--- config.mk ---
export PLATFORM = sky130hd
export DESIGN_NAME = bcd_counter_n
export DESIGN_NICKNAME = d
export VERILOG_FILES = /design/src/rtl/bcd_counter_n.sv
export SDC_FILE = /design/constraint.sdc
export NUM_CORES = 1
export LEC_CHECK = 0
export ABC_CLOCK_PERIOD_IN_PS = 2700
export BUFFER_PORTS_ARGS = -buffer_cell sky130_fd_sc_hd__clkbuf_2
export CAP_MARGIN = 20
export CORE_MARGIN = 5
export CORE_UTILIZATION = 50
export CTS_CLUSTER_SIZE = 12
export DETAILED_ROUTE_END_ITERATION = 7
export GPL_TIMING_DRIVEN = 0
export MAX_ROUTING_LAYER = met4
export PLACE_DENSITY = 0.77
export SYNTH_ARGS = -nofsm -noshare
export SYNTH_HDL_FRONTEND = slang
export SYNTH_SLANG_ARGS = --single-unit
--- constraint.sdc ---
create_clock -name clk -period 2.7 [get_ports clk]
set_input_delay 0.675 -clock clk [delete_from_list [all_inputs] [get_ports clk]]
set_output_delay 0.675 -clock clk [all_outputs]
set_load 0.02 [all_outputs]
--- src/rtl/bcd_counter_n.sv ---
`default_nettype none
// ============================================================================
// Module      : bcd_counter_n
// Description : N-digit packed-BCD up/down counter with synchronous clear,
//               clamped parallel load, and wrap or saturate end-of-range mode.
//
// Ports
//   clk     in   rising-edge clock
//   reset   in   synchronous active-high reset
//   clr     in   synchronous clear to zero (below reset in priority)
//   load    in   parallel load from din (below clr in priority)
//   din     in   packed BCD load value, digit k = din[4k+3:4k]
//   en      in   count enable, one step per cycle (lowest priority)
//   up      in   direction, 1 = up, 0 = down
//   q       out  registered packed BCD count
//   tc      out  registered one-cycle pulse after a wrap
//   at_lim  out  registered level, saturate mode: last enabled step blocked
//   ld_err  out  registered one-cycle pulse after a load with a digit > 9
//
// Revision    : 1.0 - initial release
// ============================================================================
module bcd_counter_n #(
  parameter int DIGITS   = 3,
  parameter bit SATURATE = 1'b0
) (
  input  logic                  clk,
  input  logic                  reset,
  input  logic                  clr,
  input  logic                  load,
  input  logic [4*DIGITS-1:0]   din,
  input  logic                  en,
  input  logic                  up,
  output logic [4*DIGITS-1:0]   q,
  output logic                  tc,
  output logic                  at_lim,
  output logic                  ld_err
);

  localparam int W = 4 * DIGITS;

  // carry[k] / borrow[k]: digit k steps this cycle when counting up / down.
  // carry[DIGITS] is set only when every digit is 9 (MAX); borrow[DIGITS]
  // only when every digit is 0 (MIN).
  logic [DIGITS:0]   carry;
  logic [DIGITS:0]   borrow;
  logic [W-1:0]      inc_val;
  logic [W-1:0]      dec_val;
  logic [W-1:0]      din_clamped;
  logic [DIGITS-1:0] din_bad;

  assign carry[0]  = 1'b1;
  assign borrow[0] = 1'b1;

  generate
    for (genvar k = 0; k < DIGITS; k++) begin : g_digit
      logic [3:0] d;
      logic [3:0] dl;

      assign d  = q[4*k +: 4];
      assign dl = din[4*k +: 4];

      assign carry[k+1]  = carry[k]  & (d == 4'd9);
      assign borrow[k+1] = borrow[k] & (d == 4'd0);

      assign inc_val[4*k +: 4] = carry[k]
                               ? ((d == 4'd9) ? 4'd0 : d + 4'd1)
                               : d;
      assign dec_val[4*k +: 4] = borrow[k]
                               ? ((d == 4'd0) ? 4'd9 : d - 4'd1)
                               : d;

      // Codes A..F are clamped to 9 so q never holds a non-decimal nibble.
      assign din_bad[k]            = (dl > 4'd9);
      assign din_clamped[4*k +: 4] = din_bad[k] ? 4'd9 : dl;
    end
  endgenerate

  logic at_max;
  logic at_min;
  logic at_edge;

  assign at_max  = carry[DIGITS];
  assign at_min  = borrow[DIGITS];
  assign at_edge = up ? at_max : at_min;

  always_ff @(posedge clk) begin
    if (reset) begin
      q      <= '0;
      tc     <= 1'b0;
      at_lim <= 1'b0;
      ld_err <= 1'b0;
    end else if (clr) begin
      q      <= '0;
      tc     <= 1'b0;
      at_lim <= 1'b0;
      ld_err <= 1'b0;
    end else if (load) begin
      q      <= din_clamped;
      tc     <= 1'b0;
      at_lim <= 1'b0;
      ld_err <= |din_bad;
    end else if (en) begin
      ld_err <= 1'b0;
      if (SATURATE && at_edge) begin
        // Blocked step: hold the count and flag the limit.
        at_lim <= 1'b1;
        tc     <= 1'b0;
      end else begin
        // In wrap mode the ripple already yields 0 above MAX and all-9s
        // below MIN, so the limit only needs to raise tc.
        q      <= up ? inc_val : dec_val;
        tc     <= at_edge;
        at_lim <= 1'b0;
      end
    end else begin
      tc     <= 1'b0;
      ld_err <= 1'b0;
    end
  end

endmodule
`default_nettype wire

==> run_results.csv <==
group,metric,value,unit
finish,fin_util,0.630,
routing,top_layer_used,"met4",
routing,drt-met1-wl,1.58,mm
die,chipHeight,59.3,um
clock_network,clock-sinks,14,
pwr,seqPwrFrac,0.444,
place,hpwlAfterDp,2.50,mm
synth,synthFlopType,"dfxtp_1",
pwr,p_per_area,354,nW/um2
die,die_area,3510,um2
finish,areaGrowthSynthToFinish,17.1,%
synth,ys_async_sr_fraction,0,
global_route,grt_max_degree,11,
clock_network,cts_tree,"done",
global_route,grt_overflow,0,
routing,drt-pass1-iter-count,4,
clock_network,path_clk_slew,0.08,ns
timing,tightest_slew,0.742,ns
finish,fillCellCount,220,
synth,synth_warnings,0,
critical_path,r2r_cells,6,
synth,synth_edf_count,0,
synth,netlist_instances,169,
die,initial_core_util,0.538,
timing,tns,0,ns
place,io_buffers,30,
worst_hold_path,min_path_type,"reg2reg",
synth,synth.most_common_cell,"clkbuf_1",
pwr,leakagePower,0.565,nW
die,fp.coreArea,2250,um2
finish,antennaDiodeCount,0,
global_route,grt_antenna_before_repair,0,
pwr,total_power,503,uW
pwr,combPwrFrac,0.317,
pwr,p_sw_frac,0.345,
timing,setup-violations-final,0,
pwr,p_int,329,uW
timing,slew_viol_final,0,
die,fp.dieW,59.3,um
clock_network,cts_buffer_depth,2,
finish,fin_area,1420,um2
synth,syn_nets,187,
timing,fin_crit,2.17,ns
global_route,grt_pass1_vias,1260,
clock_network,cts-root-buf,"clkbuf_4",
global_route,grt_pass1_wl,5.51,mm
routing,vias_per_cell,5.93,
routing,drtAntennaViolNets,0,
synth,avgSynthCellArea,7.18,um2
synth,ys_top_cells_by_count,"clkbuf_1 (16), dfxtp_1 (14), nor2_1 (13)",
pwr,clkPwrFrac,0.239,
routing,route.detailed.drc,0,
clock_network,htree_levels,1,
synth,yosys-top-cells-area,"dfxtp_1 (23%), o21ai_0 (4.9%), clkbuf_1 (4.9%), nand3b_1 (4.3%), nor2_1 (4.0%)",
status,status,"finished, final reports clean",
clock_network,cts_setup_buffers,0,
synth,ys_types,51,
timing,layout_worst_path_cycle_share,0.805,
critical_path,arrival,2.39,ns
synth,synth_area,1210,um2
finish,drive_above_1_share,0.203,
synth,synth_top_cell_by_area,"dfxtp_1",
finish,final_net_count,222,
finish,ff_latch_area,280,um2
die,num_io_pins,33,
timing,finalHoldViolCount,0,
timing,skew,0.00450,ns
place,place.gp.congestion,0.896,
routing,wl_per_cell,14.5,um
synth,synth_top_cell_area_share,0.231,
place,dpl-instance-area,1400,um2
synth,synth_seq_cells,14,
clock_network,ctsHoldBuffers,0,
routing,num_vias,1364,
critical_path,crit_path_end_kind,"flop",
timing,timing.fmax,0.460,GHz
global_route,grtUsageTotal,0.205,
worst_hold_path,hold_depth,2,
timing,relSlewSlack,0.499,
pwr,power_switching,173,uW
clock_network,numCtsBuffers,3,
finish,multiInputGateArea,813,um2
clock_network,clk_latency,0.28,ns
critical_path,cp-start-kind,"input port",
critical_path,r2r_slack,0.56,ns
critical_path,critPathKind,"in2reg",
synth,ys_seq_area_frac,0.231,
routing,met3_length,230,um
routing,drt_iter0_drc,43,
routing,wl,3.34,mm
place,dp_cells,227,
routing,wl_met2,1.51,mm
critical_path,required,2.91,ns
pwr,irDropWorstVdd,0.000380,V
critical_path,crit_fanout,7,
finish,fin_cells,230,
job,maxCapViolations,0,
clock_network,cts_resized,0,
die,rows,17,
timing,rsz0062_at_grt,"no",
==> path summary, 6_finish.rpt <==
| kind | start | endpoint |
|---|---|---|
| min | q[11] | q[11] |
| max | up | q[5] |
| max reg2reg | q[3] | q[5] |
| min reg2reg | q[11] | q[11] |
==> placed cells by master (no fill, tap or decap), types with 3 or more instances in the layout <==
cell	instances
or2_2	3
nor2_1	13
xnor2_1	4
dfxtp_1	14
o21ai_0	12
inv_1	10
o22ai_1	3
nand3_1	7
a311oi_1	3
clkbuf_1	16
nand2_1	11
nor3_1	6
nand3b_1	7
a21oi_1	8
clkbuf_4	3
a31oi_1	6
clkbuf_2	30
==> final cells by class <==
cell class / count / share of cell area
plain buffers: 19 / 0.0581
clock buffers: 3 / 0.0158
inverters: 10 / 0.0264
multi-input cells: 126 / 0.572
flip-flops and latches: 14 / 0.197
well taps: 28 / 0.0246
repair buffers: 30 / 0.106
==> power groups by stage <==
stage               combinational (mW)  sequential [mW]  clock, mW
floorplan                        0.102            0.236          0
global placement                 0.154            0.227          0
detailed placement               0.157            0.228          0
CTS                              0.157            0.223      0.123
global route                     0.175            0.224      0.135
finish                           0.160            0.223      0.120
==> routing by layer <==
| metal | GRT usage | up-vias |
|---|---|---|
| li1 | - | 692 |
| met1 | 0.275 | 614 |
| met2 | 0.306 | 54 |
| met3 | 0.0479 | 4 |
| met4 | 0.0550 | 0 |
| met5 | - | - |
==> stage by stage <==
stage                     hold WS, ns  setup WS (ns)
final                           0.585          0.527
after global routing            0.628          0.403
after CTS                       0.587          0.586
after detailed placement        0.575          0.300
after global placement          0.561          0.315
after floorplan                 0.599          0.608
==> critical path, stage by stage <==
cell       delay, ns
clkbuf_2        0.14
or3_4           0.35
a2111oi_4       0.61
a21oi_1         0.14
a311o_1         0.36
a21oi_2         0.12
==> kinds of logic (layout without fill, tap and decap cells) <==
logic type,Yosys count,after routing,synth area share
and+or+nand+nor,64,64,0.292
AOI/OAI and AO/OA,53,53,0.315
buffers and inverters,29,62,0.0990
DFF,14,14,0.231
xor gates and xnor gates,6,6,0.0433
muxes,2,2,0.0165
other,1,1,0.00309
==> state kept, by name, indices dropped and copies added, names as in the netlist <==
name and count:
tc 1, q 12, ld_err 1
Power figures use the tool's default switching activity.
